### src/rtl/seq_mult.sv
// seq_mult: sequential shift-add multiplier with a Start/Ready/Busy/Done handshake.
// Each multiplier bit costs one SHIFT cycle, plus one ADD/SUB cycle if the bit is set.
// The registered Product holds the last completed result until the next one is ready.
//
// Build option: define SEQMULT_SIGNED_EN for two's-complement operands. In that mode
// the add is sign-extended, the final multiplier bit is handled by a SUB step, and the
// shift is arithmetic. Without it the operands are unsigned, X holds the carry-out,
// and SUB is never entered.
//
// Ports:
//   Clk      in   system clock, rising edge
//   Reset    in   synchronous, active-high reset
//   Start    in   level request, sampled only in IDLE
//   A_in     in   WIDTH-bit multiplicand, captured when Start is accepted
//   B_in     in   WIDTH-bit multiplier, captured when Start is accepted
//   Ready    out  high only in IDLE
//   Busy     out  high in ADD, SUB and SHIFT
//   Done     out  one-cycle pulse in DONE
//   Product  out  2*WIDTH-bit result of the last completed multiply
module seq_mult #(
    parameter int unsigned WIDTH = 8
) (
    input  logic                 Clk,
    input  logic                 Reset,
    input  logic                 Start,
    input  logic [WIDTH-1:0]     A_in,
    input  logic [WIDTH-1:0]     B_in,
    output logic                 Ready,
    output logic                 Busy,
    output logic                 Done,
    output logic [2*WIDTH-1:0]   Product
);

    localparam int unsigned CNT_W = $clog2(WIDTH);
    localparam logic [CNT_W-1:0] CNT_LAST = CNT_W'(WIDTH - 1);
    localparam logic [CNT_W-1:0] CNT_PENULT = CNT_W'(WIDTH - 2);

`ifdef SEQMULT_SIGNED_EN
    localparam bit SIGNED_MODE = 1'b1;
`else
    localparam bit SIGNED_MODE = 1'b0;
`endif

    typedef enum logic [2:0] {
        ST_IDLE  = 3'd0,
        ST_ADD   = 3'd1,
        ST_SUB   = 3'd2,
        ST_SHIFT = 3'd3,
        ST_DONE  = 3'd4,
        ST_WAIT  = 3'd5
    } state_t;

    state_t state_q;
    state_t state_d;

    logic [WIDTH-1:0]   s_q;
    logic               x_q;
    logic [WIDTH-1:0]   a_q;
    logic [WIDTH-1:0]   b_q;
    logic [CNT_W-1:0]   cnt_q;
    logic [2*WIDTH-1:0] p_q;

    logic ready_d;
    logic busy_d;
    logic done_d;

    // Operands widened by one bit: sign extension in signed mode, zero (carry room) otherwise.
    logic [WIDTH:0] ext_a;
    logic [WIDTH:0] ext_s;
    logic [WIDTH:0] add_res;
    logic [WIDTH:0] sub_res;

    assign ext_a   = {(SIGNED_MODE & a_q[WIDTH-1]), a_q};
    assign ext_s   = {(SIGNED_MODE & s_q[WIDTH-1]), s_q};
    assign add_res = ext_a + ext_s;
    assign sub_res = ext_a - ext_s;

    // State register; the handshake outputs are registered alongside it.
    always_ff @(posedge Clk) begin
        if (Reset) begin
            state_q <= ST_IDLE;
            Ready   <= 1'b1;
            Busy    <= 1'b0;
            Done    <= 1'b0;
        end else begin
            state_q <= state_d;
            Ready   <= ready_d;
            Busy    <= busy_d;
            Done    <= done_d;
        end
    end

    // Next-state logic.
    always_comb begin
        state_d = state_q;
        case (state_q)
            ST_IDLE: begin
                // Bit 0 is never the last bit since WIDTH >= 2, so a set bit 0 always adds.
                if (Start) begin
                    state_d = B_in[0] ? ST_ADD : ST_SHIFT;
                end
            end
            ST_ADD:   state_d = ST_SHIFT;
            ST_SUB:   state_d = ST_SHIFT;
            ST_SHIFT: begin
                // b_q[1] is the multiplier bit that the shift moves into position 0.
                if (cnt_q == CNT_LAST) begin
                    state_d = ST_DONE;
                end else if (b_q[1]) begin
                    state_d = (SIGNED_MODE && (cnt_q == CNT_PENULT)) ? ST_SUB : ST_ADD;
                end else begin
                    state_d = ST_SHIFT;
                end
            end
            ST_DONE:  state_d = ST_WAIT;
            ST_WAIT: begin
                if (!Start) begin
                    state_d = ST_IDLE;
                end
            end
            default:  state_d = ST_IDLE;
        endcase
    end

    // Output decode of the upcoming state, so the outputs are registered with it.
    always_comb begin
        ready_d = 1'b0;
        busy_d  = 1'b0;
        done_d  = 1'b0;
        case (state_d)
            ST_IDLE:                   ready_d = 1'b1;
            ST_ADD, ST_SUB, ST_SHIFT:  busy_d  = 1'b1;
            ST_DONE:                   done_d  = 1'b1;
            default: ;
        endcase
    end

    // Datapath: operand capture, accumulate, shift and product latch.
    always_ff @(posedge Clk) begin
        if (Reset) begin
            s_q   <= '0;
            x_q   <= 1'b0;
            a_q   <= '0;
            b_q   <= '0;
            cnt_q <= '0;
            p_q   <= '0;
        end else begin
            case (state_q)
                ST_IDLE: begin
                    if (Start) begin
                        s_q   <= A_in;
                        b_q   <= B_in;
                        a_q   <= '0;
                        x_q   <= 1'b0;
                        cnt_q <= '0;
                    end
                end
                ST_ADD: begin
                    x_q <= add_res[WIDTH];
                    a_q <= add_res[WIDTH-1:0];
                end
                ST_SUB: begin
                    x_q <= sub_res[WIDTH];
                    a_q <= sub_res[WIDTH-1:0];
                end
                ST_SHIFT: begin
                    // {X,A,B} >> 1; X is replicated in signed mode, cleared otherwise.
                    x_q   <= SIGNED_MODE & x_q;
                    a_q   <= {x_q, a_q[WIDTH-1:1]};
                    b_q   <= {a_q[0], b_q[WIDTH-1:1]};
                    cnt_q <= (cnt_q == CNT_LAST) ? '0 : cnt_q + CNT_W'(1);
                end
                ST_DONE: begin
                    p_q <= {a_q, b_q};
                end
                default: ;
            endcase
        end
    end

    assign Product = p_q;

endmodule

### config.mk
export PLATFORM = sky130hd
export DESIGN_NAME = seq_mult
export DESIGN_NICKNAME = d
export VERILOG_FILES = /design/src/rtl/seq_mult.sv
export SDC_FILE = /design/constraint.sdc
export NUM_CORES = 1
export LEC_CHECK = 0
export CORE_UTILIZATION = 51
export DETAILED_ROUTE_END_ITERATION = 7
export PLACE_DENSITY = 0.75
export SYNTH_ARGS = -nofsm -noshare
export SYNTH_HDL_FRONTEND = slang
export SYNTH_SLANG_ARGS = --single-unit
### constraint.sdc
create_clock -name Clk -period 2.7 [get_ports Clk]
set_clock_uncertainty 0.05 [all_clocks]
set_input_delay 0.81 -clock Clk [delete_from_list [all_inputs] [get_ports Clk]]
set_output_delay 0.81 -clock Clk [all_outputs]
set_load 0.03 [all_outputs]
---- Yosys cells after proc, flatten, opt, wreduce, memory -nomap -nowiden ----
Cells that the tools add are included.
storage, ports and cells
  register bits after elaboration ......... 50
  input bits .............................. 19
  memories kept ........................... 0
  ROM bits ................................ 0
  logic and storage cells ................. 51
  bits in latches ......................... 0
  RAM bits ................................ 0
  output and inout bits ................... 19
operators by class
  multipliers ............................. 0
  divide/modulo/power cells ............... 0
  reductions and logical operators ........ 9
  bitwise operators ....................... 0
  $add $sub $neg .......................... 3
  magnitude comparators ................... 0
  multiplexer cells ....................... 18
  equality and inequality tests ........... 11
  shift operators ......................... 0
operators with widths
  operator                                                         count
  8-bit case mux with 4 select lines                               1
  8-bit 2-to-1 mux                                                 2
  8-bit case mux with 2 select lines                               1
  3-bit 2-to-1 mux                                                 5
  3-bit case mux with 5 select lines                               1
  3-bit by 2-bit == test with 1-bit output, second input constant  4
  3-bit == test, second input constant                             4
  8-bit by 8-bit adder with 9-bit output                           1
  8-bit by 8-bit subtractor with 9-bit output                      1
  3-bit by 1-bit == test with 1-bit output, second input constant  2
  3-bit logical NOT                                                2
  3-bit case mux with 2 select lines                               1
  2-bit AND reduction                                              3
  1-bit 2-to-1 mux                                                 4
  2-bit 2-to-1 mux                                                 2
  1-bit case mux with 4 select lines                               1
  4-bit nonzero test                                               1
  3-bit by 1-bit adder with 3-bit output, second input constant    1
  3-bit OR reduction                                               1
  2-bit inequality test, second input constant                     1
  2-bit nonzero test                                               1
  2-bit OR reduction                                               1

---- Depth between registers and ports, before layout ----
  depth after elaboration ................. 6
  depth in mapped cells ................... 9
  gate-level depth less buffers ........... 9

---- Worst setup path after synthesis ----
Ideal clock, no wire load.
  path type ............................... register to register
  from .................................... register s_q[4]
  to ...................................... register a_q[7]
  buffers on the path ..................... 1
  stages on the path, launching flop included .. 9
  library setup time ...................... 127 ps
  clock period less this slack ............ 2268 ps
  setup slack ............................. 432 ps
  required time ........................... 2523 ps
  arrival ................................. 2091 ps
  cells stage by stage .................... dfxtp_1 > inv_1 > ha_1 > buf_6 > or4_1 > o22ai_1 > mux2_1 > a221oi_2 > a21oi_2
on the way
  cells in the longest elaborated chain, start to end .. 2
  elaborated cells on any way between the ends .. 3
  those cells by class .................... add/sub (2); mux (1)
RTL lines
  item                                                                                                          line    source
  from (decl)                                                                                                   56      logic [WIDTH-1:0] s_q;
  from (signal assigned)                                                                                        151     s_q <= A_in;
  8-bit by 8-bit subtractor with 9-bit output / 8-bit by 8-bit adder with 9-bit output (equally long branches)  76, 75
  8-bit case mux with 4 select lines (*)                                                                        148     case (state_q)
  to (signal assigned)                                                                                          160     a_q <= add_res[WIDTH-1:0];
  to (signal assigned)                                                                                          164     a_q <= sub_res[WIDTH-1:0];
  to (signal assigned)                                                                                          169     a_q <= {x_q, a_q[WIDTH-1:1]};
  to (decl)                                                                                                     58      logic [WIDTH-1:0] a_q;
Every way passes the cells marked *; elsewhere a longest branch is shown, timed or not.
A chain may end at the register's enable or synchronous reset.

---- Worst setup path in the final report ----
  from .................................... register s_q[3]
  to ...................................... register a_q[7]
The elaborated chain is that of the path after synthesis.

==> results_dict.tcl <==
set metrics [dict create \
    status "finished clean" \
    critPathCaptureType "register" \
    place_ws_ps 295 \
    syn-cell-area_um2 2690 \
    cts.path.max_buffers 2 \
    power_leakage_nw 1.21 \
    num_rows 26 \
    first_iter_violations 197 \
    worst_ir_drop_vdd_mv 0.466 \
    dieHeight_um 74.7 \
    grt_pass1_vias 2122 \
    place.detailed.instances 421 \
    post-layout-total-power_mw 1.91 \
    multi_input_comb_area_um2 1500 \
    numPortBuffers 37 \
    die_span_x_um 74.7 \
    drt_first_pass_iters 4 \
    grt_setup_unrepaired "false" \
    cts_buffers 5 \
    asyncSetResetFlopFracSynth_pct 0 \
    fill_cells 467 \
    initial_core_util_pct 52.7 \
    path_class "register to register" \
    synthesis.area_per_instance_um2 8.13 \
    cts_hold_buffers_added 0 \
    synth_enable_flop_cells 0 \
    critical-path-slowest-cell "sky130_fd_sc_hd__or4_1" \
    finish.instance_area_um2 3210 \
    grt_pass1_wl_um 10000 \
    final.setup.worst_slack_ps 278 \
    worst_hold_slack_ps 408 \
    most-common-layout-cells "sky130_fd_sc_hd__nand2_1, sky130_fd_sc_hd__dfxtp_1, sky130_fd_sc_hd__a21oi_1, sky130_fd_sc_hd__clkdlybuf4s50_1, sky130_fd_sc_hd__nor2_1" \
    worstHoldPathType "register to register" \
    synthCells 331 \
    htreeDepth 2 \
    clkSlewWorstSetupHoldPaths_ps 90 \
    synth_largest_area_cell "sky130_fd_sc_hd__dfxtp_1" \
    num_vias 2373 \
    finalCoreUtilization_pct 62.8 \
    grt_use_total_pct 23.2 \
    critical_path.cell_chain "inv_1 > ha_1 > or4_1 > o22ai_1 > mux2_1 > a221oi_2 > a21oi_2" \
    power.density_nw_per_um2 595 \
    post_cts_buffers 0 \
    timing.final.crit_period_ps 2420 \
    cp-start-kind "register" \
    fraction_of_final_layout_cells_sized_beyond_drive_strength_1_pct 6.96 \
    final-hold-violation-count 0 \
    synth_cell_type_count 51 \
    grt_max_degree 19 \
    cts.root.buffer_cell "sky130_fd_sc_hd__clkbuf_8" \
    netlist_top_cells_area "sky130_fd_sc_hd__dfxtp_1, sky130_fd_sc_hd__nand2_1, sky130_fd_sc_hd__ha_1, sky130_fd_sc_hd__a21oi_1, sky130_fd_sc_hd__nor2_1" \
    antenna_found_initial 0 \
    cts.sink_count 50 \
    post-dp-hpwl_um 4320 \
    finalNonFillerCells 429 \
    cp_slowest_stage_delay_ps 540 \
    final_estimated_routing_congestion_in_global_placement 0.882 \
    worst_skew_pair.late_latency_ps 300 \
    ios 38 \
    regArea_um2 1000 \
    core_region_area_um2 5110 \
    vias_per_cell 5.53 \
    synth.net_count 370 \
    route.detailed.drc 0 \
    finish.net_count 397 \
    cp_max_fo 10 \
    routed_wl_um 6020 \
    ys.warnings.count 0 \
    synth.yosys.seq_area_share_pct 37.2 \
    cp.arrival_ps 2540 \
    grt_overflow 0 \
    max-slew-margin-rel_pct 55.1 \
    layout.cells.most_common "sky130_fd_sc_hd__nand2_1" \
    max_clock_freq_ghz 0.413 \
    routed_wire_length_per_instance_um 14.0 \
    ctsResizeCount 0 \
    setup_total_negative_slack_ps 0 \
    cp.required_ps 2820 \
    final_min_period_over_clock_period_pct 89.7 \
    synth_seq_cells 50 \
    worst_pin_slew_ps 671 \
    placed_cell_area_um2 3090 \
    synth_top_cell_area_share_pct 37.2 \
    timing.final.setup_violations 0 \
    floorplan.die_area_um2 5570 \
    syn2layout_area_growth_pct 19.1 \
    cts_tree "built" \
    max_cap_violations 0 \
    number_of_antenna_violating_nets_in_the_routed_design 0 \
    diodes 0 \
    final_slew_viol_count 0 \
    dominantRegCellSynth "sky130_fd_sc_hd__dfxtp_1" \
]
[logic make-up after synthesis]
kind of cell,Yosys count,synth area share (%)
AOI/OAI and AO/OA,85,21.1
xor gates and xnor gates,6,1.95
adders and majority gates,20,9.85
buffers and inverters,40,7.25
DFF,50,37.2
muxes,4,1.53
and+or+nand+nor,126,21.2
[final timing paths]
path                             from                       end  slack (ps)  depth (start not counted)
max               s_q[3]$_SDFFE_PP0P_       a_q[7]$_SDFFE_PP0P_         280                          7
min          Product[15]$_SDFFE_PP0N_  Product[15]$_SDFFE_PP0N_         410                          2
max reg2reg       s_q[3]$_SDFFE_PP0P_       a_q[7]$_SDFFE_PP0P_         280                          7
min reg2reg  Product[15]$_SDFFE_PP0N_  Product[15]$_SDFFE_PP0N_         410                          2
[report_power, final]
group	total, mW	internal (mW)	switching [mW]
logic	0.521	0.238	0.283
clock network	0.531	0.276	0.255
registers	0.855	0.788	0.0671
total	1.91	1.30	0.605
[registers in the layout (all words and copies together) (netlist names)]
name,count
b_q,8
state_q,3
Done,1
Busy,1
x_q,1
a_q,8
s_q,8
cnt_q,3
Product,16
Ready,1
[synthesized netlist by cell type, types with 2 or more instances]
| master | n |
|---|---|
| sky130_fd_sc_hd__nor2b_1 | 2 |
| sky130_fd_sc_hd__nand2b_1 | 3 |
| sky130_fd_sc_hd__nor4_1 | 2 |
| sky130_fd_sc_hd__buf_4 | 5 |
| sky130_fd_sc_hd__a211oi_1 | 5 |
| sky130_fd_sc_hd__a22oi_1 | 3 |
| sky130_fd_sc_hd__clkbuf_1 | 11 |
| sky130_fd_sc_hd__a21oi_1 | 41 |
| sky130_fd_sc_hd__buf_2 | 4 |
| sky130_fd_sc_hd__mux2i_1 | 3 |
| sky130_fd_sc_hd__a221oi_2 | 2 |
| sky130_fd_sc_hd__nand2_1 | 62 |
| sky130_fd_sc_hd__buf_6 | 2 |
| sky130_fd_sc_hd__o22ai_1 | 9 |
| sky130_fd_sc_hd__a222oi_1 | 4 |
| sky130_fd_sc_hd__o21bai_1 | 2 |
| sky130_fd_sc_hd__nor3b_1 | 3 |
| sky130_fd_sc_hd__and2_1 | 3 |
| sky130_fd_sc_hd__nor3_1 | 13 |
| sky130_fd_sc_hd__a221o_1 | 2 |
| sky130_fd_sc_hd__nor2_1 | 30 |
| sky130_fd_sc_hd__nand3b_1 | 2 |
| sky130_fd_sc_hd__dfxtp_1 | 50 |
| sky130_fd_sc_hd__fa_1 | 2 |
| sky130_fd_sc_hd__o21ai_0 | 3 |
| sky130_fd_sc_hd__xnor2_1 | 5 |
| sky130_fd_sc_hd__a21o_1 | 3 |
| sky130_fd_sc_hd__ha_1 | 18 |
| sky130_fd_sc_hd__inv_1 | 15 |
[worst max-delay path, delay by kind of cell (launching register included)]
kind	cells	cell delay (ps)
adders and majority gates	1	420
buffers and inverters	1	60
muxes	1	350
AOI/OAI and AO/OA	3	500
and+or+nand+nor	1	540
DFF	1	360
[layer usage]
layer  global-route usage (%)  share of wire, %  vias to the layer above  wire (µm)
li1                         -                 -                     1201          -
met1                     34.0                48                     1100       2880
met2                     35.7                47                       68       2850
met3                     3.35               4.3                        4        261
met4                     6.29              0.51                        0         31
met5                        0                 0                        -          0
[cell type report]
| cell class | instances | area share (%) |
|---|---|---|
| Clock inverter | 3 | 1.40 |
| Inverter | 16 | 1.87 |
| Timing Repair Buffer | 44 | 14.0 |
| Clock buffer | 5 | 2.15 |
| Sequential cell | 50 | 31.2 |
| Tap cell | 70 | 2.73 |
| Multi-Input combinational cell | 241 | 46.7 |
Power figures use the tool's default switching activity.
